### src/rtl/div_unit_if.sv
// Operand/result bundle between the control unit (master) and the divider (slave).
interface div_unit_if #(
  parameter int unsigned WIDTH = 32
);
  logic [WIDTH-1:0] A;
  logic [WIDTH-1:0] B;
  logic             DivCtrl;
  logic             DivDone;
  logic             DivZero;
  logic             DivBusy;
  logic [WIDTH-1:0] HIOut;
  logic [WIDTH-1:0] LOOut;

  modport master (
    output A, B, DivCtrl,
    input  DivDone, DivZero, DivBusy, HIOut, LOOut
  );

  modport slave (
    input  A, B, DivCtrl,
    output DivDone, DivZero, DivBusy, HIOut, LOOut
  );
endinterface

### src/rtl/div_unit.sv
// Signed multi-cycle restoring divider: quotient to LOOut, remainder to HIOut.
module div_unit #(
  parameter int unsigned WIDTH = 32
) (
  input  logic         clock,
  input  logic         reset,
  div_unit_if.slave    bus
);

  typedef enum logic [1:0] {StIdle, StIter, StFix, StDone} state_e;

  state_e           r_state;
  logic [5:0]       r_cnt;
  logic [WIDTH-1:0] r_rem;
  logic [WIDTH-1:0] r_quo;
  logic [WIDTH-1:0] r_dsr;
  logic [WIDTH-1:0] r_hi;
  logic [WIDTH-1:0] r_lo;
  logic             r_neg_quo;
  logic             r_neg_rem;
  logic             r_done;
  logic             r_zero;
  logic             r_busy;

  logic [WIDTH-1:0] w_a_mag;
  logic [WIDTH-1:0] w_b_mag;
  logic [WIDTH:0]   w_rem_sh;
  logic [WIDTH-1:0] w_sub;
  logic             w_fit;

  // Unsigned magnitudes: the most negative value maps onto itself.
  assign w_a_mag  = bus.A[WIDTH-1] ? (~bus.A + 1'b1) : bus.A;
  assign w_b_mag  = bus.B[WIDTH-1] ? (~bus.B + 1'b1) : bus.B;

  // Shifted remainder needs one extra bit; a fitting trial result always fits WIDTH bits.
  assign w_rem_sh = {r_rem, r_quo[WIDTH-1]};
  assign w_fit    = (w_rem_sh >= {1'b0, r_dsr});
  assign w_sub    = w_rem_sh[WIDTH-1:0] - r_dsr;

  assign bus.DivDone = r_done;
  assign bus.DivZero = r_zero;
  assign bus.DivBusy = r_busy;
  assign bus.HIOut   = r_hi;
  assign bus.LOOut   = r_lo;

  always_ff @(posedge clock or posedge reset) begin
    if (reset) begin
      r_state   <= StIdle;
      r_cnt     <= '0;
      r_rem     <= '0;
      r_quo     <= '0;
      r_dsr     <= '0;
      r_hi      <= '0;
      r_lo      <= '0;
      r_neg_quo <= 1'b0;
      r_neg_rem <= 1'b0;
      r_done    <= 1'b0;
      r_zero    <= 1'b0;
      r_busy    <= 1'b0;
    end else begin
      r_done <= 1'b0;
      r_zero <= 1'b0;
      case (r_state)
        StIdle: begin
          if (bus.DivCtrl) begin
            if (bus.B == '0) begin
              r_state <= StDone;
              r_done  <= 1'b1;
              r_zero  <= 1'b1;
            end else begin
              r_quo     <= w_a_mag;
              r_dsr     <= w_b_mag;
              r_rem     <= '0;
              r_cnt     <= '0;
              r_neg_rem <= bus.A[WIDTH-1];
              r_neg_quo <= bus.A[WIDTH-1] ^ bus.B[WIDTH-1];
              r_busy    <= 1'b1;
              r_state   <= StIter;
            end
          end
        end
        StIter: begin
          r_rem <= w_fit ? w_sub : w_rem_sh[WIDTH-1:0];
          r_quo <= {r_quo[WIDTH-2:0], w_fit};
          r_cnt <= r_cnt + 6'd1;
          if (r_cnt == 6'(WIDTH - 1)) begin
            r_state <= StFix;
          end
        end
        StFix: begin
          r_lo    <= r_neg_quo ? (~r_quo + 1'b1) : r_quo;
          r_hi    <= r_neg_rem ? (~r_rem + 1'b1) : r_rem;
          r_busy  <= 1'b0;
          r_done  <= 1'b1;
          r_state <= StDone;
        end
        StDone: begin
          r_state <= StIdle;
        end
        default: begin
          r_state <= StIdle;
        end
      endcase
    end
  end

endmodule
### src/flat_wrapper.sv
// flat-port wrapper written by rule: the top's interface ports become plain ports
module div_unit_flat 
#(
  parameter int unsigned WIDTH = 32
)
  (clock, reset, bus_A, bus_B, bus_DivCtrl, bus_DivDone, bus_DivZero, bus_DivBusy, bus_HIOut, bus_LOOut);
  div_unit_if #(.WIDTH(WIDTH)) bus_i ();
  input  logic clock;
  input  logic reset;
  input wire logic [$bits(bus_i.A)-1:0] bus_A;
  input wire logic [$bits(bus_i.B)-1:0] bus_B;
  input wire logic [$bits(bus_i.DivCtrl)-1:0] bus_DivCtrl;
  output wire logic [$bits(bus_i.DivDone)-1:0] bus_DivDone;
  output wire logic [$bits(bus_i.DivZero)-1:0] bus_DivZero;
  output wire logic [$bits(bus_i.DivBusy)-1:0] bus_DivBusy;
  output wire logic [$bits(bus_i.HIOut)-1:0] bus_HIOut;
  output wire logic [$bits(bus_i.LOOut)-1:0] bus_LOOut;
  assign bus_i.A = bus_A;
  assign bus_i.B = bus_B;
  assign bus_i.DivCtrl = bus_DivCtrl;
  assign bus_DivDone = bus_i.DivDone;
  assign bus_DivZero = bus_i.DivZero;
  assign bus_DivBusy = bus_i.DivBusy;
  assign bus_HIOut = bus_i.HIOut;
  assign bus_LOOut = bus_i.LOOut;
  div_unit #(.WIDTH(WIDTH)) u_core (.clock(clock), .reset(reset), .bus(bus_i));
endmodule
### config.mk
export PLATFORM = sky130hd
export DESIGN_NAME = div_unit_flat
export DESIGN_NICKNAME = d
export VERILOG_FILES = /design/src/rtl/div_unit_if.sv /design/src/rtl/div_unit.sv /design/src/flat_wrapper.sv
export SDC_FILE = /design/constraint.sdc
export NUM_CORES = 1
export LEC_CHECK = 0
export CORE_ASPECT_RATIO = 0.7
export CORE_MARGIN = 3
export CORE_UTILIZATION = 45
export CTS_CLUSTER_DIAMETER = 40
export DETAILED_ROUTE_END_ITERATION = 12
export GPL_ROUTABILITY_DRIVEN = 0
export PLACE_DENSITY = 0.79
export SETUP_SLACK_MARGIN = 0.02
export SLEW_MARGIN = 0
export SYNTH_ARGS = -nofsm -noshare
export SYNTH_HDL_FRONTEND = slang
export SYNTH_SLANG_ARGS = --single-unit
### constraint.sdc
create_clock -name clock -period 8.9 [get_ports clock]
set_input_delay 2.67 -clock clock [delete_from_list [all_inputs] [get_ports clock]]
set_output_delay 2.67 -clock clock [all_outputs]
set_load 0.02 [all_outputs]
==> results of run 1 <==
-- layout make-up --
type                       count  area, um^2
multi-input combinational   1023        6410
tap                          318         398
fill                        2177       10700
clock inverter                13         158
sequential                   173        4330
timing repair buffer         141        1390
clock buffer                  19         433
inverter                      53         204
-- registers in the layout (all words and copies together) (netlist names) --
name and cells:
u_core.bus.LOOut 32, u_core.r_state 2, u_core.r_neg_rem 1, u_core.r_cnt 6, u_core.r_rem 32, u_core.bus.DivDone 1
u_core.r_quo 32, u_core.bus.DivZero 1, u_core.bus.HIOut 32, u_core.bus.DivBusy 1, u_core.r_dsr 32, u_core.r_neg_quo 1
-- kinds of logic after synthesis --
group | Yosys count | share of synthesized area
buf+inv | 118 | 0.0416
fa+ha+maj | 41 | 0.0465
simple gates | 423 | 0.175
compound gates | 372 | 0.198
xor+xnor | 149 | 0.117
flops | 173 | 0.387
mux | 38 | 0.0349
-- per-stage QoR --
step | setup WS [ns] | total power (uW) | cell area, um^2
2_1_floorplan | 1.54 | 3390 | 11200
3_3_place_gp | 2.25 | 4180 | 12700
3_5_place_dp | 2.08 | 4270 | 12700
4_1_cts | 2.54 | 5060 | 13300
5_1_grt | 2.22 | 5450 | 13300
6_report | 2.53 | 5070 | 13300
-- worst paths after layout --
check / from / to / slack [ns] / cells after the start
max in group asynchronous: reset / u_core.r_dsr[22] / 4.61 / 3
worst min-delay path: u_core.r_dsr[5] / u_core.r_dsr[5] / 0.48 / 2
worst max-delay path: bus_B[8] / u_core.r_dsr[25] / 2.53 / 9
worst min register to register: u_core.r_dsr[5] / u_core.r_dsr[5] / 0.48 / 2
min in group asynchronous: reset / u_core.bus.LOOut[12] / 2.80 / 2
worst max register to register: u_core.r_rem[3] / u_core.r_rem[22] / 4.70 / 10
-- power by group through the flow --
stage	clock network [uW]	logic (uW)	registers [uW]
floorplan	0	1840	1550
global placement	0	2710	1480
detailed placement	0	2780	1490
CTS	768	2810	1480
global route	802	3110	1540
finish	756	2830	1490
-- routing by layer --
layer / global-route usage / share of wire / vias up
met5: 0 / 0 / -
met4: 0.0422 / 0.0081 / 0
met3: 0.0488 / 0.078 / 22
met2: 0.314 / 0.41 / 329
met1: 0.340 / 0.50 / 4602
li1: - / - / 4804
-- worst reg2reg max path, cell delays in order, from the launching register on --
cell      delay (ns)
dfrtp_1         0.48
ha_1            0.40
a21oi_1         0.29
nand2_1         0.08
o21ai_0         0.44
o22ai_1         0.24
o2111a_1        0.35
nand2_1         0.09
nand4_1         0.70
nor2_1          0.81
a221o_1         0.27
-- synthesized netlist by cell type (5+ instances only) --
library cell and instances:
buf_1 6, nand3_1 17, o41ai_1 16, or3_1 14, ha_1 40, nand2_1 150
a221o_1 9, clkbuf_1 49, o21ai_0 120, or2_2 9, buf_2 6, a21o_1 12
and2_1 9, xnor2_1 44, inv_1 52, o22ai_1 5, dfrtp_1 173, nand2b_1 9
or4_1 12, a31oi_1 5, nor2b_1 10, a21oi_1 142, mux2i_1 30, nor2_1 138
mux2_2 8, nor3_1 19, nor4_1 8, nand4_1 7, xor2_1 105, nand3b_1 5
o31ai_1 38
==> impl_metrics.tcl, run 1 <==
set metrics [dict create \
    min_period_over_period 0.715 \
    ir_drop_mv 0.220 \
    p_clk_frac 0.149 \
    antenna_found_initial 0 \
    yosys_warnings 0 \
    final_cell_mix "dfrtp_1 (173), nand2_1 (150), a21oi_1 (142)" \
    p_seq_frac 0.293 \
    setup_viol 0 \
    start_util 0.465 \
    synth_cells 1314 \
    p_comb_frac 0.557 \
    finalCriticalPeriod_ns 6.37 \
    max-clock-path-buffers 2 \
    rsz0062_at_grt "no" \
    p_int_uw 2710 \
    layoutNonFillerInstCount 1740 \
    dieArea_mm2 0.0268 \
    slew_headroom 0.227 \
    p_sw_uw 2360 \
    num_rows 47 \
    p_sw_frac 0.465 \
    grtUsageTotal 0.219 \
    fmaxAchievable_mhz 157 \
    antenna_left 0 \
    area_growth_pct 19.1 \
    crit_path_end_kind "register" \
    grt_overflow 0 \
    maxSlewViolCount 0 \
    synth_nets 1422 \
    status "finished clean" \
    syn_avg_cell_area_um2 8.51 \
    crit_family "simple AND/OR/NAND/NOR gates" \
    layout.nets 1517 \
    syn-cell-area_mm2 0.0112 \
    core_area_mm2 0.0241 \
    wire_per_inst_um 17.0 \
    yosys.area.top_type_share 0.387 \
    antenna_cells 0 \
    ys_ff_latch 173 \
    cts_hold_buffers 0 \
    dp.cells 1708 \
    cts-buffers-inserted 17 \
    synth-edff-count 0 \
    cp.arrival_ns 6.67 \
    drive_above_1_share 0.0513 \
    async_flop_share 1.00 \
    drt_iter0_markers 893 \
    io_pins 134 \
    worstPathRequired_ns 9.21 \
    cts_sinks 173 \
    crit_chain "clkdlybuf4s50_1 -> or4_4 -> or4_1 -> or2_2 -> or3_1 -> nor4_1 -> nand3b_1 -> buf_4 -> o21ai_0" \
    first_global_vias 9060 \
    holdWs_ns 0.484 \
    die-height_um 138 \
    synth-main-ff-cell "dfrtp_1" \
    tns_ns 0 \
    crit_type "input pin to register" \
    p_leak_uw 0.00577 \
    drc 0 \
    firstDrtPassIters 5 \
    worstMarginPinSlew_ns 1.16 \
    die_w_um 194 \
    vias 9757 \
    crit_path_start_kind "input pin" \
    postCtsSetupBuffers 0 \
    cp_max_fo 36 \
    mostFrequentLayoutCell "dfrtp_1" \
    totalWireLength_um 29500 \
    worst_setup_hold_path_clk_slew_ns 0.07 \
    power_density_mw_per_mm2 380 \
    fin_util 0.554 \
    worst_path_max_delay_cell "nand3b_1" \
    final-hold-violation-count 0 \
    clkLatencyLatePin_ns 0.44 \
    yosysTopAreaCell "dfrtp_1" \
    port_buffers 133 \
    cap_violations 0 \
    yosysSeqAreaShare 0.387 \
    viasPerCell 5.61 \
    path_buf_inv 2 \
    post-dp-hpwl_um 21600 \
    clockRootBuffer "clkbuf_16" \
    cts_resized 0 \
    yosysUniqueCellTypes 60 \
    critPathMaxStageDelay_ns 0.86 \
    skew_ns 0.0145 \
    synth_area_leaders "dfrtp_1 (39%), xor2_1 (8.2%), a21oi_1 (6.4%)" \
    grt_pass1_wl_um 47700 \
    cts_max_level 4 \
    grt_max_degree 100 \
    cts_tree "done" \
    min_path_type "register to register" \
]
Note: power is estimated with default switching activity, not from simulation.
==> run 2, diff against run 1 <==
Clock period 8.9 ns to 6.4 ns, I/O delays scaled along.
==> run 2 against run 1 <==
Critical endpoint is now u_core.r_dsr[3]. Largest cell class unchanged. Highest routed layer unchanged. First-iteration DRC count is 5.5% higher. Global-route usage is 0.54 points lower. Via count is 0.10% higher.
==> impl_metrics.tcl, run 2 (same netlist as run 1, synthesis figures left out) <==
set metrics [dict create \
    drive_above_1_share 0.0506 \
    p_int_uw 3820 \
    port_buffers 133 \
    start_util 0.465 \
    cts_hold_buffers 0 \
    final_cell_mix "dfrtp_1 (173), nand2_1 (150), a21oi_1 (142)" \
    fmaxAchievable_mhz 194 \
    post-dp-hpwl_um 21200 \
    ir_drop_mv 0.243 \
    worstMarginPinSlew_ns 1.25 \
    p_sw_uw 3200 \
    cp.arrival_ns 5.52 \
    final-hold-violation-count 0 \
    min_path_type "register to register" \
    p_leak_uw 0.00579 \
    rsz0062_at_grt "no" \
    p_seq_frac 0.289 \
    min_period_over_period 0.806 \
    grt_pass1_wl_um 46600 \
    worst_setup_hold_path_clk_slew_ns 0.06 \
    drt_iter0_markers 942 \
    postCtsSetupBuffers 0 \
    area_growth_pct 19.4 \
    die-height_um 138 \
    wire_per_inst_um 16.6 \
    p_comb_frac 0.563 \
    slew_headroom 0.163 \
    antenna_left 0 \
    cts_max_level 4 \
    grtUsageTotal 0.214 \
    crit_path_end_kind "register" \
    viasPerCell 5.61 \
    io_pins 134 \
    cts_sinks 173 \
    antenna_found_initial 0 \
    vias 9767 \
    grt_overflow 0 \
    clockRootBuffer "clkbuf_16" \
    dieArea_mm2 0.0268 \
    drc 0 \
    first_global_vias 8985 \
    power_density_mw_per_mm2 526 \
    cts_tree "done" \
    grt_max_degree 174 \
    worstPathRequired_ns 6.76 \
    die_w_um 194 \
    firstDrtPassIters 6 \
    layout.nets 1519 \
    max-clock-path-buffers 2 \
    num_rows 47 \
    nFillCells 2117 \
    p_sw_frac 0.456 \
    core_area_mm2 0.0241 \
    antenna_cells 0 \
    clkLatencyLatePin_ns 0.44 \
    maxSlewViolCount 0 \
    crit_path_start_kind "input pin" \
    totalWireLength_um 28900 \
    skew_ns 0.0116 \
    rrSetupSlack_ns 2.66 \
    cap_violations 0 \
    mostFrequentLayoutCell "dfrtp_1" \
    crit_type "input pin to register" \
    status "finished clean" \
    tns_ns 0 \
    cts_resized 0 \
    cp_max_fo 63 \
    cts-buffers-inserted 17 \
    p_clk_frac 0.148 \
    p_total_uw 7020 \
    setup_viol 0 \
    finalCriticalPeriod_ns 5.16 \
]
run 2: changes by cell type in the layout (fill, tap and decap cells not counted), sizes merged:
cell | before | now
clkinv | 5 | 3
clkbuf | 19 | 26
inv | 57 | 52
buf | 8 | 10
run 2: metal layers:
| layer | global-route usage | routed length [um] | vias to the layer above | share of wire |
|---|---|---|---|---|
| met1 | 0.337 | 14700 | 4606 | 0.51 |
| met4 | 0.0462 | 286 | 0 | 0.0099 |
| li1 | - | - | 4793 | - |
| met2 | 0.298 | 11700 | 344 | 0.41 |
| met3 | 0.0471 | 2200 | 24 | 0.076 |
| met5 | 0 | 0 | - | 0 |
run 2: path summary, 6_finish.rpt:
kind / startpoint / endpoint / depth (start not counted)
worst max-delay path: bus_B[6] / u_core.r_dsr[3] / 10
worst min-delay path: u_core.r_dsr[30] / u_core.r_dsr[30] / 2
worst max register to register: u_core.r_rem[3] / u_core.r_rem[0] / 11
worst min register to register: u_core.r_dsr[30] / u_core.r_dsr[30] / 2
max in group asynchronous: reset / u_core.r_quo[15] / 3
min in group asynchronous: reset / u_core.bus.HIOut[29] / 3
run 2: power by group through the flow:
stage	combinational (uW)	clock [uW]	sequential (uW)
after CTS	3940	1060	2020
after detailed placement	3910	0	2040
after floorplan	2560	0	2160
after global placement	3820	0	2020
final	3950	1040	2030
after global routing	4360	1100	2100
run 2: critical path, cell delays in order:
cell             delay, ns
clkdlybuf4s50_1       0.50
or4_4                 0.52
or4_1                 0.44
or2_2                 0.33
or3_1                 0.39
nor4_1                0.38
nand3b_1              0.28
buf_4                 0.50
nor2_1                0.14
a21oi_1               0.13
run 2: final cells by class:
type / count / area [um^2] / share of cell area
clock buffer: 26 / 499 / 0.0374
clock inverter: 6 / 82.6 / 0.00619
inverter: 53 / 203 / 0.0152
multi-input combinational: 1023 / 6410 / 0.480
sequential: 173 / 4330 / 0.324
tap: 318 / 398 / 0.0298
timing repair buffer: 143 / 1430 / 0.107
run 2: per-stage QoR:
stage	setup slack, ns	hold slack, ns	util	area (um^2)	cells
floorplan	1.83	0.448	-	11200	1314
global placement	1.01	0.464	0.531	12800	1710
detailed placement	0.853	0.471	0.531	12800	1710
CTS	1.31	0.485	0.555	13400	1742
global route	1.01	0.522	0.555	13400	1742
finish	1.24	0.483	0.555	13400	1742
==> run 3, diff against run 2 <==
Clock period 6.4 ns to 5.1 ns, I/O delays scaled along.
==> run 3 against run 2 <==
Worst hold slack gained 0.0024 ns. Core utilization grew 0.21 points. Design area grew 0.38%. Die area is the same. Flip-flop and latch count did not move. Sequential share of layout area down 0.12 points. Register-to-register slack worse by 1.2 ns. Largest cell class unchanged. Clock power is 27% higher.
==> impl_metrics.tcl, run 3 (same netlist as run 1, synthesis figures left out) <==
set metrics [dict create \
    dp.cells 1715 \
    totalWireLength_um 29000 \
    post-dp-hpwl_um 21800 \
    setup_viol 0 \
    antenna_cells 0 \
    mostFrequentLayoutCell "dfrtp_1" \
    ff2ff_path_depth 8 \
    core_area_mm2 0.0241 \
    crit_type "input pin to register" \
    power_density_mw_per_mm2 661 \
    skew_ns 0.0149 \
    die_w_um 194 \
    crit_path_start_kind "input pin" \
    cp_max_fo 63 \
    cts_sinks 173 \
    crit_chain "clkdlybuf4s50_1 -> or4_4 -> or4_1 -> or2_2 -> or3_1 -> nor4_1 -> nand3b_1 -> buf_12 -> nor2_1 -> a21oi_1" \
    min_path_cells 2 \
    p_leak_uw 0.00581 \
    wire_per_inst_um 16.6 \
    cts-buffers-inserted 17 \
    worstPathRequired_ns 5.45 \
    rsz0062_at_grt "no" \
    first_global_vias 9033 \
    worst_path_max_delay_cell "or4_4" \
    postCtsSetupBuffers 0 \
    die-height_um 138 \
    min_period_over_period 0.902 \
    tns_ns 0 \
    io_pins 134 \
    worstMarginPinSlew_ns 1.01 \
    layout.nets 1524 \
    finalCriticalPeriod_ns 4.60 \
    status "finished clean" \
    port_buffers 133 \
    grt_max_degree 93 \
    grtUsageTotal 0.216 \
    cts_hold_buffers 0 \
    drt_iter0_markers 993 \
    cp.arrival_ns 4.95 \
    grt_pass1_wl_um 47100 \
    slew_headroom 0.324 \
    num_rows 47 \
    worst_setup_hold_path_clk_slew_ns 0.07 \
    min_path_type "register to register" \
    cts_resized 0 \
    firstDrtPassIters 6 \
    dieArea_mm2 0.0268 \
    vias 9774 \
    ir_drop_mv 0.343 \
    drive_above_1_share 0.0560 \
    cts_tree "done" \
    design_area_mm2 0.0134 \
    final-hold-violation-count 0 \
    crit_path_end_kind "register" \
    clockRootBuffer "clkbuf_16" \
    cts_max_level 4 \
    maxSlewViolCount 0 \
    fmaxAchievable_mhz 217 \
    finalWorstSetupSlack_ns 0.498 \
    clkLatencyLatePin_ns 0.43 \
    area_growth_pct 19.8 \
    critPathMaxStageDelay_ns 0.56 \
    max-clock-path-buffers 2 \
    post_dp_cell_area_mm2 0.0128 \
    path_buf_inv 2 \
    layoutNonFillerInstCount 1746 \
    final_cell_mix "dfrtp_1 (173), nand2_1 (150), a21oi_1 (142)" \
    antenna_left 0 \
    cp_num_cells 10 \
    pre_cts_slack_ns 0.104 \
    grt_overflow 0 \
    crit_family "simple AND/OR/NAND/NOR gates" \
    drc 0 \
    start_util 0.465 \
    viasPerCell 5.60 \
    antenna_found_initial 0 \
    cap_violations 0 \
]
run 3: cell type report:
class,instances,area (um^2)
repair buffers,148,1480
inverters,53,203
multi-input cells,1023,6410
fillers,2139,10700
well taps,318,398
clock buffers,18,429
flip-flops and latches,173,4330
clock inverters,13,154
run 3: worst paths after layout:
path	start	endpoint	slack, ns
setup / recovery	bus_B[8]	u_core.r_dsr[21]	0.50
hold reg to reg	u_core.r_dsr[25]	u_core.r_dsr[25]	0.49
hold / removal	u_core.r_dsr[25]	u_core.r_dsr[25]	0.49
min in group asynchronous	reset	u_core.bus.LOOut[11]	1.47
max in group asynchronous	reset	u_core.r_quo[29]	2.71
setup reg to reg	u_core.r_quo[8]	u_core.bus.LOOut[29]	1.46
run 3: through the flow:
step / power (uW) / utilization / hold WS [ns]
2_1_floorplan: 5920 / - / 0.448
3_3_place_gp: 7340 / 0.533 / 0.465
3_5_place_dp: 7510 / 0.533 / 0.471
4_1_cts: 8860 / 0.557 / 0.486
5_1_grt: 9550 / 0.557 / 0.518
6_report: 8860 / 0.557 / 0.485
run 3: metal layers:
metal | share of wire | vias up | routed length (um) | global-route usage
met5 | 0 | - | 0 | 0
met4 | 0.014 | 0 | 401 | 0.0510
met3 | 0.078 | 33 | 2260 | 0.0452
met2 | 0.41 | 339 | 11800 | 0.306
met1 | 0.50 | 4586 | 14500 | 0.333
li1 | - | 4816 | - | -
run 3: tightest hold or removal path, delay by kind of cell (launching register included):
kind	cells	cell delay [ns]
DFF	1	0.34
and+or+nand+nor	1	0.05
AOI/OAI and AO/OA	1	0.06
run 3: report_power, final:
group          leakage, uW  switching [uW]  total (uW)  internal, uW
Clock             0.000278             585        1320           732
Sequential         0.00210             560        2540          1980
Combinational      0.00343            2940        5010          2070
